--- config.mk ---
export PLATFORM = sky130hd
export DESIGN_NAME = cpu_clk_ctrl
export DESIGN_NICKNAME = d
export VERILOG_FILES = /design/src/rtl/cpu_clk_pkg.sv /design/src/rtl/cpu_clk_ctrl_btn_debounce.sv /design/src/rtl/cpu_clk_ctrl.sv
export SDC_FILE = /design/constraint.sdc
export NUM_CORES = 1
export LEC_CHECK = 0
export BUFFER_PORTS_ARGS = -buffer_cell sky130_fd_sc_hd__buf_4
export CAP_MARGIN = 20
export CORE_MARGIN = 2
export CORE_UTILIZATION = 35
export CTS_BUF_LIST = sky130_fd_sc_hd__clkbuf_8
export DETAILED_ROUTE_END_ITERATION = 8
export GPL_TIMING_DRIVEN = 0
export SKIP_CTS_REPAIR_TIMING = 1
export SYNTH_ARGS = -nofsm -noshare
export SYNTH_HDL_FRONTEND = slang
export SYNTH_SLANG_ARGS = --single-unit
--- constraint.sdc ---
create_clock -name clk_in -period 2.05 [get_ports clk_in]
set_input_delay 0.1025 -clock clk_in [delete_from_list [all_inputs] [get_ports clk_in]]
set_output_delay 0.1025 -clock clk_in [all_outputs]
set_load 0.02 [all_outputs]
--- src/rtl/cpu_clk_pkg.sv ---
// cpu_clk_pkg
// Shared definitions for the CPU clock-control block: the controller
// state encoding and the default timing constants used as parameter
// defaults by cpu_clk_ctrl and btn_debounce.
package cpu_clk_pkg;

    typedef enum logic [1:0] {
        S_STOP = 2'd0,
        S_RUN  = 2'd1,
        S_STEP = 2'd2
    } clk_state_t;

    // clk_in cycles per half-period of clk_cpu (legal range >= 2)
    localparam int DEF_DIV_HALF   = 50;

    // Consecutive stable clk_in cycles before the debounced level moves
    localparam int DEF_DEB_CYCLES = 1000000;

endpackage

--- src/rtl/cpu_clk_ctrl_btn_debounce.sv ---
// btn_debounce
// Synchronises an asynchronous, bouncy push button into the clk_in
// domain, debounces it and produces a one-cycle pulse on each debounced
// press.
//
// Ports:
//   clk_in     - board clock
//   reset      - asynchronous, active-high reset
//   btn        - raw button input (asynchronous)
//   level      - debounced button level
//   rise_pulse - one clk_in cycle pulse on the debounced 0->1 edge
module btn_debounce
    import cpu_clk_pkg::*;
#(
    parameter int DEB_CYCLES = DEF_DEB_CYCLES
) (
    input  logic clk_in,
    input  logic reset,
    input  logic btn,
    output logic level,
    output logic rise_pulse
);

    localparam int CW = (DEB_CYCLES > 1) ? $clog2(DEB_CYCLES + 1) : 1;

    logic          r_sync1;
    logic          r_sync2;
    logic          r_level;
    logic          r_rise;
    logic [CW-1:0] r_stableCnt;

    logic          w_differ;
    logic          w_settle;

    // The level only moves once the synced input has disagreed with it for
    // DEB_CYCLES consecutive cycles; any agreeing cycle restarts the count.
    assign w_differ = (r_sync2 != r_level);
    assign w_settle = w_differ && (r_stableCnt == CW'(DEB_CYCLES - 1));

    // Two-flop synchroniser, stability counter and edge detector
    always_ff @(posedge clk_in or posedge reset) begin
        if (reset) begin
            r_sync1     <= 1'b0;
            r_sync2     <= 1'b0;
            r_level     <= 1'b0;
            r_rise      <= 1'b0;
            r_stableCnt <= '0;
        end else begin
            r_sync1 <= btn;
            r_sync2 <= r_sync1;
            if (!w_differ || w_settle) begin
                r_stableCnt <= '0;
            end else begin
                r_stableCnt <= r_stableCnt + 1'b1;
            end
            if (w_settle) begin
                r_level <= r_sync2;
            end
            // Registered alongside the level so the pulse coincides with
            // the first cycle of the new high level.
            r_rise <= w_settle && r_sync2;
        end
    end

    assign level      = r_level;
    assign rise_pulse = r_rise;

endmodule

--- src/rtl/cpu_clk_ctrl.sv ---
// cpu_clk_ctrl
// Generates the single-cycle CPU clock from the board clock with
// run/stop control, debounced single-step and a PC breakpoint.
//
// Ports:
//   clk_in    - board clock, the only clock in the block
//   reset     - asynchronous, active-high reset
//   run_mode  - 1 = free run, 0 = stop/step (asynchronous switch)
//   step_btn  - single-step push button (asynchronous, bouncy)
//   bp_en     - breakpoint enable
//   bp_addr   - breakpoint PC
//   pc_in     - current CPU PC
//   clk_cpu   - registered CPU clock
//   cpu_tick  - one-cycle pulse coincident with each clk_cpu rise
//   halted    - 1 while stopped
//   bp_hit    - sticky breakpoint-hit flag
//   cycle_cnt - clk_cpu rising edges since reset (wrapping)
module cpu_clk_ctrl
    import cpu_clk_pkg::*;
#(
    parameter int DIV_HALF   = DEF_DIV_HALF,
    parameter int DEB_CYCLES = DEF_DEB_CYCLES,
    parameter int CNT_W      = 32
) (
    input  logic             clk_in,
    input  logic             reset,
    input  logic             run_mode,
    input  logic             step_btn,
    input  logic             bp_en,
    input  logic [31:0]      bp_addr,
    input  logic [31:0]      pc_in,
    output logic             clk_cpu,
    output logic             cpu_tick,
    output logic             halted,
    output logic             bp_hit,
    output logic [CNT_W-1:0] cycle_cnt
);

    localparam int DIV_W = $clog2(DIV_HALF);

    clk_state_t       r_state;
    logic             r_halted;
    logic             r_runSync1;
    logic             r_runSync2;
    logic [DIV_W-1:0] r_divCnt;
    logic             r_clkCpu;
    logic             r_tick;
    logic             r_bpHit;
    logic [CNT_W-1:0] r_cycleCnt;

    clk_state_t       w_stateNext;
    logic             w_bpHitNext;
    logic             w_stepLevel;
    logic             w_stepRise;
    logic             w_stepPulse;
    logic             w_toggle;
    logic             w_rise;
    logic             w_fall;

    btn_debounce #(
        .DEB_CYCLES (DEB_CYCLES)
    ) u_stepDeb (
        .clk_in     (clk_in),
        .reset      (reset),
        .btn        (step_btn),
        .level      (w_stepLevel),
        .rise_pulse (w_stepRise)
    );

    // The edge is qualified with the settled level; both move together.
    assign w_stepPulse = w_stepRise && w_stepLevel;

    assign w_toggle = (r_state != S_STOP) && (r_divCnt == DIV_W'(DIV_HALF - 1));
    assign w_rise   = w_toggle && !r_clkCpu;
    assign w_fall   = w_toggle && r_clkCpu;

    // Next-state logic: run/stop decisions are only taken at the end of a
    // full clk_cpu period so no period is ever truncated.
    always_comb begin
        w_stateNext = r_state;
        w_bpHitNext = r_bpHit;
        case (r_state)
            S_STOP: begin
                if (!r_runSync2) begin
                    w_bpHitNext = 1'b0;
                end
                if (w_stepPulse && !r_runSync2) begin
                    w_stateNext = S_STEP;
                end else if (r_runSync2 && !r_bpHit) begin
                    w_stateNext = S_RUN;
                end
            end
            S_RUN: begin
                if (w_fall) begin
                    if (!r_runSync2) begin
                        w_stateNext = S_STOP;
                    end else if (bp_en && (pc_in == bp_addr)) begin
                        w_stateNext = S_STOP;
                        w_bpHitNext = 1'b1;
                    end
                end
            end
            S_STEP: begin
                if (w_fall) begin
                    w_stateNext = S_STOP;
                end
            end
            default: begin
                w_stateNext = S_STOP;
            end
        endcase
    end

    // State, divider, clock output and counters
    always_ff @(posedge clk_in or posedge reset) begin
        if (reset) begin
            r_state    <= S_STOP;
            r_halted   <= 1'b1;
            r_runSync1 <= 1'b0;
            r_runSync2 <= 1'b0;
            r_divCnt   <= '0;
            r_clkCpu   <= 1'b0;
            r_tick     <= 1'b0;
            r_bpHit    <= 1'b0;
            r_cycleCnt <= '0;
        end else begin
            r_runSync1 <= run_mode;
            r_runSync2 <= r_runSync1;
            r_state    <= w_stateNext;
            r_halted   <= (w_stateNext == S_STOP);
            r_bpHit    <= w_bpHitNext;
            if (r_state == S_STOP) begin
                r_divCnt <= '0;
            end else if (w_toggle) begin
                r_divCnt <= '0;
                r_clkCpu <= ~r_clkCpu;
            end else begin
                r_divCnt <= r_divCnt + 1'b1;
            end
            r_tick <= w_rise;
            if (w_rise) begin
                r_cycleCnt <= r_cycleCnt + 1'b1;
            end
        end
    end

    assign clk_cpu   = r_clkCpu;
    assign cpu_tick  = r_tick;
    assign halted    = r_halted;
    assign bp_hit    = r_bpHit;
    assign cycle_cnt = r_cycleCnt;

endmodule
### Word level (Yosys, flattened, before mapping)

Cells that the tools add are included.

* bits in registers: 70
* input port bits: 69
* logic and storage cells: 64

* $add $sub $neg: 3
* equality and inequality tests: 10
* muxes and demuxes: 15
* bitwise logic cells: 2
* reductions and logical operators: 20

Operators by type and width (number)
* $add 32x1->32 const B: 1
* $eq 32x32->1: 1
* $add 20x1->20 const B: 1
* $eq 20x20->1 const B: 1
* $mux 20: 1
* $mux 2: 6
* $mux 6: 2
* $logic_and 1x1->1: 9
* $ne 2x2->1 const B: 4
* $add 6x1->6 const B: 1
* $eq 6x6->1 const B: 1
* $pmux 2 s3: 1
* $reduce_and 5->1: 1
* $logic_not 1->1: 4
* $logic_not 2->1: 2
* $mux 1: 4
* $reduce_bool 2->1: 2
* $eq 2x1->1 const B: 1
* $eq 2x2->1 const B: 1
* $not 1->1: 2
* $pmux 1 s2: 1
* $reduce_and 2->1: 1
* $logic_or 1x1->1: 1
* $ne 1x1->1: 1

### Logic depth before layout (Yosys ltp)

Gate-level depths: netlist of the first run.

* depth in word-level cells: 7
* depth in mapped cells: 8
* gate-level depth less buffers: 7

### Hierarchy

From an unflattened synthesis of the first run, not the netlist that was laid out.

* cells, all modules: 333
* area, all modules: 3559.7 um^2

Modules (own cells, without submodules)
* cpu_clk_ctrl: times used 1, cells an instance 219, area an instance 2409.8 um^2
* btn_debounce: times used 1, cells an instance 114, area an instance 1149.9 um^2

### Worst setup path after synthesis of the first run

OpenSTA, ideal clock, no wires.

* path type: register to register
* start point: register r_divCnt[3]
* end point: register r_state[0]
* setup time: 0.131 ns
* arrival time: 1.772 ns
* setup slack: 0.147 ns
* stages on the path, launching flop included: 6
* cells stage by stage: dfrtp_1 -> and4bb_2 -> nand3_2 -> or4_1 -> nor2b_1 -> or3_1

* cells in the longest elaborated chain, start to end: 5

Ends and longest elaborated chain
* start, declared: line cpu_clk_ctrl.sv:45 `logic [DIV_W-1:0] r_divCnt;`
* start signal, assigned: line cpu_clk_ctrl.sv:138 `r_divCnt <= r_divCnt + 1'b1;`
* $eq 6x6->1 (*): line cpu_clk_ctrl.sv:73 `assign w_toggle = (r_state != S_STOP) && (r_divCnt == DIV_W'(DIV_HALF - 1));`
* $logic_and 1x1->1 (*): line cpu_clk_ctrl.sv:73
* $logic_and 1x1->1 (*): line cpu_clk_ctrl.sv:75 `assign w_fall = w_toggle && r_clkCpu;`
* $mux 2 (on tied branches): line cpu_clk_ctrl.sv:104, cpu_clk_ctrl.sv:94
* $pmux 2 s3 (*): line cpu_clk_ctrl.sv:82 `case (r_state)`
* via w_stateNext[0]: line cpu_clk_ctrl.sv:51 `clk_state_t w_stateNext;`
* end signal, assigned: line cpu_clk_ctrl.sv:129 `r_state <= w_stateNext;`
* end, declared: line cpu_clk_ctrl.sv:41 `clk_state_t r_state;`

Mark *: on every way through the listed nets, which the timed path passes. The rest lies on a longest branch.
A chain may end at the register's enable or synchronous reset.

### Worst setup path in the final report of the first run

* start point: register r_divCnt[0]
* end point: register r_cycleCnt[24], in the netlist cycle_cnt[24]

* cells in the longest elaborated chain, start to end: 3

Ends and longest elaborated chain
* $eq 6x6->1: line cpu_clk_ctrl.sv:73
* $logic_and 1x1->1: line cpu_clk_ctrl.sv:73
* $logic_and 1x1->1: line cpu_clk_ctrl.sv:74 `assign w_rise = w_toggle && !r_clkCpu;`
* end signal, assigned: line cpu_clk_ctrl.sv:142 `r_cycleCnt <= r_cycleCnt + 1'b1;`
* end, declared: line cpu_clk_ctrl.sv:49 `logic [CNT_W-1:0] r_cycleCnt;`

No other way between the ends.

==> results.tsv, run 1 <==
stage	metric	value	unit
run_status	status	finished, violations left	
run_status	violations	hold timing	
routing	ant_nets	0	
setup_path	path_max_fanout	5	
yosys	yosysTopAreaCell	dfrtp_1	
yosys	synth_edf_count	0	
sta	tightest_slew	0.856	ns
sta	rsz0062_at_grt	yes	
job	cap_violations	0	
grt	antenna_found_initial	0	
clock_tree	htreeDepth	3	
cells_and_area	instances_no_fill	586	
clock_tree	tritoncts	done	
yosys	synthArstFlopShare	100	%
placement	dp_hpwl	5260	um
sta	hold_violations	69	
yosys	netlist_instances	318	
sta	slew_headroom	42.9	%
sta	skew	0.00967	ns
sta	setup_viol	0	
clock_tree	cts-buffers-inserted	9	
clock_tree	cts_buffer_depth	2	
die	io_pins	105	
cells_and_area	syn_to_final_growth	40.4	%
yosys	yosysMostFrequentCell	xnor2_1	
cells_and_area	post-route-util	49.9	%
sta	fin_hold_ws	-0.0558	ns
clock_tree	clock-sinks	70	
die	dieArea	10600	um2
cells_and_area	antennaDiodeCount	0	
die	start_util	35.6	%
grt	grt_pass1_wl	11500	um
yosys	ys_ff_latch	70	
grt	grt_max_degree	71	
yosys	syn_nets	391	
pwr	switching_share	22.8	%
pwr	p_leak	2.17	nW
grt	gr-total-overflow	0	
cells_and_area	layout-drive-gt1-share	35.3	%
setup_path	end_kind	register	
setup_path	cpPeakStageDelay	0.56	ns
placement	dp.cells	555	
pwr	p_sw	0.628	mW
clock_tree	path_clk_slew	0.08	ns
yosys	ys_types	36	
sta	fmax	490	MHz
setup_path	worstSetupStartpointType	register	
grt	first_global_vias	2584	
pwr	peakVddDrop	0.000440	V
pwr	p_comb_share	8.9	%
placement	place_congestion	0.811	
setup_path	crit_slowest_cell	nor4_2	
setup_path	worst-setup-path-type	reg2reg	
routing	drt_iter0_drc	73	
cells_and_area	fin_area	4810	um2
grt	grt_usage	13.9	%
yosys	avgSynthCellArea	10.8	um2
yosys	synth_top_area_share	50.4	%
die	die_h	103	um
pwr	p_total	2.76	mW
routing	via_count	2776	
pwr	p_int	2.13	mW
routing	totalWireLength	7640	um
setup_path	cp.required	2.28	ns
sta	finalCriticalPeriod	2.04	ns
yosys	netlist_area	3430	um2
yosys	yosys_warnings	0	
placement	port_buffers	104	
routing	drt_pre_antenna_iters	4	
routing	avgRoutedWirePerCell	13.0	um
clock_tree	cts_root_buffer	clkbuf_8	
cells_and_area	fin_nets	521	
die	die_x	103	um
placement	placed_area	4380	um2
die	coreArea	9640	um2
yosys	synthFlopType	dfrtp_1	
clock_tree	clk_latency	0.35	ns
routing	drcViolationCount	0	
setup_path	arrival	2.27	ns
die	rows	36	
pwr	p_seq_share	50.7	%
pwr	p_clk_share	40.5	%
yosys	yosysSeqAreaShare	51.1	%
yosys	ys_top_cells_by_count	xnor2_1, dfrtp_1, nor2_1	
worst_hold_path	hp-class	in2async	
sta	fin_crit_sh	99.6	%
setup_path	path_cells	ha_1 -> o21a_2 -> nand3_1 -> nor4_2 -> nand2_1 -> xnor2_1	
yosys	synth.area.top_cells	dfrtp_1, xnor2_1, xor2_1	
routing	via_per_inst	4.74	
sta	maxSlewViolCount	0	
pwr	cellPowerDensity	573	nW/um2
-- state kept, by name, indices dropped and copies added, names as in the netlist, 2 cells and up --
| name | flops |
|---|---|
| r_divCnt | 6 |
| r_state | 2 |
| cycle_cnt | 32 |
| u_stepDeb.r_stableCnt | 20 |
-- logic make-up after synthesis --
logic type / after synthesis / synth area share, %
buffers and inverters: 9 / 1.20
AND/OR/NAND/NOR: 138 / 21.9
multiplexers: 2 / 0.657
XOR/XNOR: 86 / 22.0
adder cells (fa/ha/maj): 4 / 1.46
flip-flops: 70 / 51.1
AO/OA/AOI/OAI: 9 / 1.68
-- critical path, delay by kind of cell, from the launching register on --
kind / cells / cell delay, ns
and+or+nand+nor: 3 / 0.99
DFF: 1 / 0.41
AOI/OAI and AO/OA: 1 / 0.19
xor gates and xnor gates: 1 / 0.15
adders and majority gates: 1 / 0.18
-- per-stage QoR --
stage | setup TNS (ns) | setup slack, ns
global route | -1.03 | -0.0918
global placement | -49.91 | -0.713
finish | 0 | 0.00898
floorplan | 0 | 0.147
detailed placement | -1.59 | -0.122
CTS | -2.05 | -0.137
-- per-layer routing --
metal  part of all wire, %  track usage, %  vias to the layer above
met5                     0               0                        -
met4                   1.4            5.47                        0
met3                   6.7            4.27                       11
met2                    48            22.9                       73
met1                    44            17.2                     1331
li1                      -               -                     1361
-- worst paths after layout --
| check | start | endpoint | slack (ns) | cells after the start |
|---|---|---|---|---|
| worst max register to register | r_divCnt[0] | cycle_cnt[24] | 0.009 | 6 |
| worst min register to register | r_runSync1 | r_runSync2 | 0.34 | 0 |
| worst max-delay path | r_divCnt[0] | cycle_cnt[24] | 0.009 | 6 |
| max in group asynchronous | reset | u_stepDeb.r_stableCnt[13] | 1.52 | 2 |
| worst min-delay path | reset | r_runSync2 | -0.06 | 2 |
| min in group clk_in | pc_in[6] | bp_hit | 0.13 | 4 |
-- cell type report --
type	count	area [um2]
Buffer	2	26.3
Clock buffer	10	138
Clock inverter	6	62.6
Fill cell	918	4830
Inverter	7	28.8
Multi-Input combinational cell	239	1720
Sequential cell	70	1750
Tap cell	133	166
Timing Repair Buffer	119	913
-- cells in the final DEF, fill, tap and decap left out, drive strengths merged, types with 7 or more instances in the layout --
master    n
clkbuf   11
nor2     31
nand4    18
nand2    17
and3     12
xor2     16
xnor2    70
inv       8
nor4      7
nor3      8
dfrtp    69
nand3    27
buf     118
-- power groups by stage --
stage	clock network (mW)	logic (mW)	registers, mW
after detailed placement	0	0.226	1.42
after global routing	1.21	0.273	1.40
after floorplan	0	0.0963	1.42
after global placement	0	0.221	1.42
after CTS	1.15	0.227	1.40
final	1.12	0.245	1.40
Power figures use the tool's default switching activity.
==> run 2, diff against run 1 <==
- SETUP_SLACK_MARGIN: unset -> 0.2
==> run 2 against run 1 <==
Against the previous run: clock skew shrank 0.0025 ns; the flow now finishes without violations; flip-flop and latch count is the same; die area is the same; sequential share of layout area shrank 1.6 points; sequential power is essentially flat; first-iteration DRC count shrank 23%; critical path depth grew 1.
==> results.tsv, run 2 (synthesized netlist as in run 1, its figures left out) <==
stage	metric	value	unit	change
cells_and_area	n_fill_cell	905		-1.4%
clock_tree	clock-sinks	70		unchanged
clock_tree	cts_root_buffer	clkbuf_8		
routing	via_count	2822		+1.7%
clock_tree	tritoncts	done		
die	die_h	103	um	unchanged
setup_path	r2r_end	u_stepDeb.r_stableCnt[11]		
routing	via_per_inst	4.79		+1.1%
setup_path	worst-setup-path-type	reg2reg		
pwr	p_leak	2.33	nW	+7.0%
grt	first_global_vias	2687		+4.0%
sta	fin_crit_sh	97.2	%	-2.3 points
clock_tree	cts-buffers-inserted	9		unchanged
sta	hold_violations	0		-100%
cells_and_area	largest_register_ffs	32		unchanged
pwr	cellPowerDensity	573	nW/um2	about the same
setup_path	path_buf_inv	2		+2
grt	grt_pass1_wl	11900	um	+3.4%
setup_path	worstSetupStartpointType	register		
routing	ant_nets	0		unchanged
setup_path	path_max_fanout	6		+1
cells_and_area	post-route-util	52.3	%	+2.4 points
die	dieArea	10600	um2	unchanged
sta	fin_hold_ws	0.118	ns	+0.174 ns
setup_path	rrSetupSlack	0.06	ns	+0.05 ns
pwr	p_total	2.89	mW	+4.8%
cells_and_area	final_common_cell	buf_4		
die	coreArea	9640	um2	unchanged
worst_hold_path	hp-class	in2reg		
run_status	status	finished clean		
placement	place_congestion	0.770		-5.0%
cells_and_area	syn_to_final_growth	47.1	%	
routing	avgRoutedWirePerCell	13.4	um	+2.9%
setup_path	cp_top_family	simple AND/OR/NAND/NOR gates		
setup_path	path_cells	or4_4 -> nor4b_4 -> and3_4 -> or2_4 -> buf_6 -> clkbuf_16 -> nor2_1		
sta	finalCriticalPeriod	1.99	ns	-0.0480 ns
clock_tree	htreeDepth	3		unchanged
routing	drcViolationCount	0		unchanged
cells_and_area	fin_nets	524		+0.58%
clock_tree	clk_latency	0.35	ns	about the same
worst_hold_path	hold_end	bp_hit		
die	start_util	35.6	%	unchanged
setup_path	end_kind	register		
sta	setup_viol	0		unchanged
cells_and_area	antennaDiodeCount	0		unchanged
setup_path	crit_slowest_cell	or4_4		
setup_path	arrival	2.24	ns	-0.03 ns
setup_path	r2r-start	u_stepDeb.r_stableCnt[12]		
sta	tightest_slew	0.571	ns	-0.286 ns
sta	skew	0.00720	ns	-0.00247 ns
grt	antenna_found_initial	0		unchanged
placement	placed_area	4430	um2	+1.1%
grt	gr-total-overflow	0		unchanged
clock_tree	path_clk_slew	0.07	ns	about the same
routing	drt_pre_antenna_iters	4		unchanged
job	cap_violations	0		unchanged
setup_path	ff2ff_path_depth	7		+1
sta	slew_headroom	61.0	%	+18 points
grt	grt_max_degree	31		-56%
grt	grt_usage	14.3	%	+0.34 points
pwr	peakVddDrop	0.000370	V	-16%
die	die_x	103	um	unchanged
placement	dp_hpwl	5610	um	+6.7%
setup_path	cpPeakStageDelay	0.55	ns	about the same
sta	maxSlewViolCount	0		unchanged
die	io_pins	105		unchanged
cells_and_area	layout-drive-gt1-share	38.8	%	+3.5 points
sta	rsz0062_at_grt	yes		
clock_tree	cts_buffer_depth	2		unchanged
sta	fmax	502	MHz	+2.4%
placement	port_buffers	104		unchanged
worst_hold_path	worstHoldStart	pc_in[6]		
cells_and_area	mostFrequentLayoutCells	buf_4, xnor2_1, dfrtp_1, nor2_1, nand3_1		
routing	drt_iter0_drc	56		-23%
die	rows	36		unchanged
cells_and_area	fin_area	5040	um2	+4.8%
worst_hold_path	hold_depth	4		
routing	totalWireLength	7900	um	+3.4%
setup_path	cp.required	2.29	ns	about the same
-- run 2: cell count changes in the layout (fill, tap and decap cells not counted), sizes merged --
cell / previous run / this run
buf: 118 / 120
inv: 8 / 6
bufinv: 1 / 2
clkinvlp: 2 / 3
dlygate4sd3: 2 / 3
-- run 2: layout make-up --
type / instances / area, um2 / area share, %
Clock inverter: 6 / 85.1 / 1.69
Tap cell: 133 / 166 / 3.30
Multi-Input combinational cell: 239 / 1860 / 36.9
Clock buffer: 10 / 138 / 2.73
Sequential cell: 70 / 1760 / 34.9
Timing Repair Buffer: 122 / 977 / 19.4
Buffer: 2 / 26.3 / 0.521
Inverter: 7 / 30.0 / 0.595
-- run 2: worst reg2reg max path, delay by kind of cell (launching register included) --
kind          cells  cell delay, ns
flops             1            0.40
simple gates      5            1.23
buf+inv           2            0.27
-- run 2: power by group --
group	switching, mW	internal (mW)
Clock	0.527	0.713
Sequential	0.00766	1.39
Combinational	0.0936	0.158
-- run 2: per-layer routing --
layer / GRT usage [%] / vias to the layer above / wire (um)
met4: 5.47 / 0 / 123
met5: 0 / - / 0
li1: - / 1364 / -
met3: 4.14 / 11 / 506
met2: 23.7 / 81 / 3880
met1: 17.6 / 1366 / 3390
-- run 2: stage by stage --
stage / instances / setup slack [ns] / TNS [ns]
floorplan: 318 / 0.192 / 0
global placement: 555 / -0.0664 / -0.526
detailed placement: 557 / -0.142 / -1.21
CTS: 573 / -0.151 / -1.44
global route: 589 / -0.0209 / -0.143
finish: 589 / 0.0570 / 0
-- run 2: worst max path at each step --
stage,from,end,slack [ns],cells after the start
5_1_grt,u_stepDeb.r_stableCnt[12],u_stepDeb.r_stableCnt[13],-0.02,7
3_5_place_dp,r_divCnt[1],cycle_cnt[28],-0.14,7
3_3_place_gp,r_divCnt[1],cycle_cnt[18],-0.07,7
2_1_floorplan,u_stepDeb.r_stableCnt[13],u_stepDeb.r_stableCnt[12],0.19,7
4_1_cts,r_divCnt[1],cycle_cnt[28],-0.15,7
6_report,u_stepDeb.r_stableCnt[12],u_stepDeb.r_stableCnt[11],0.06,7
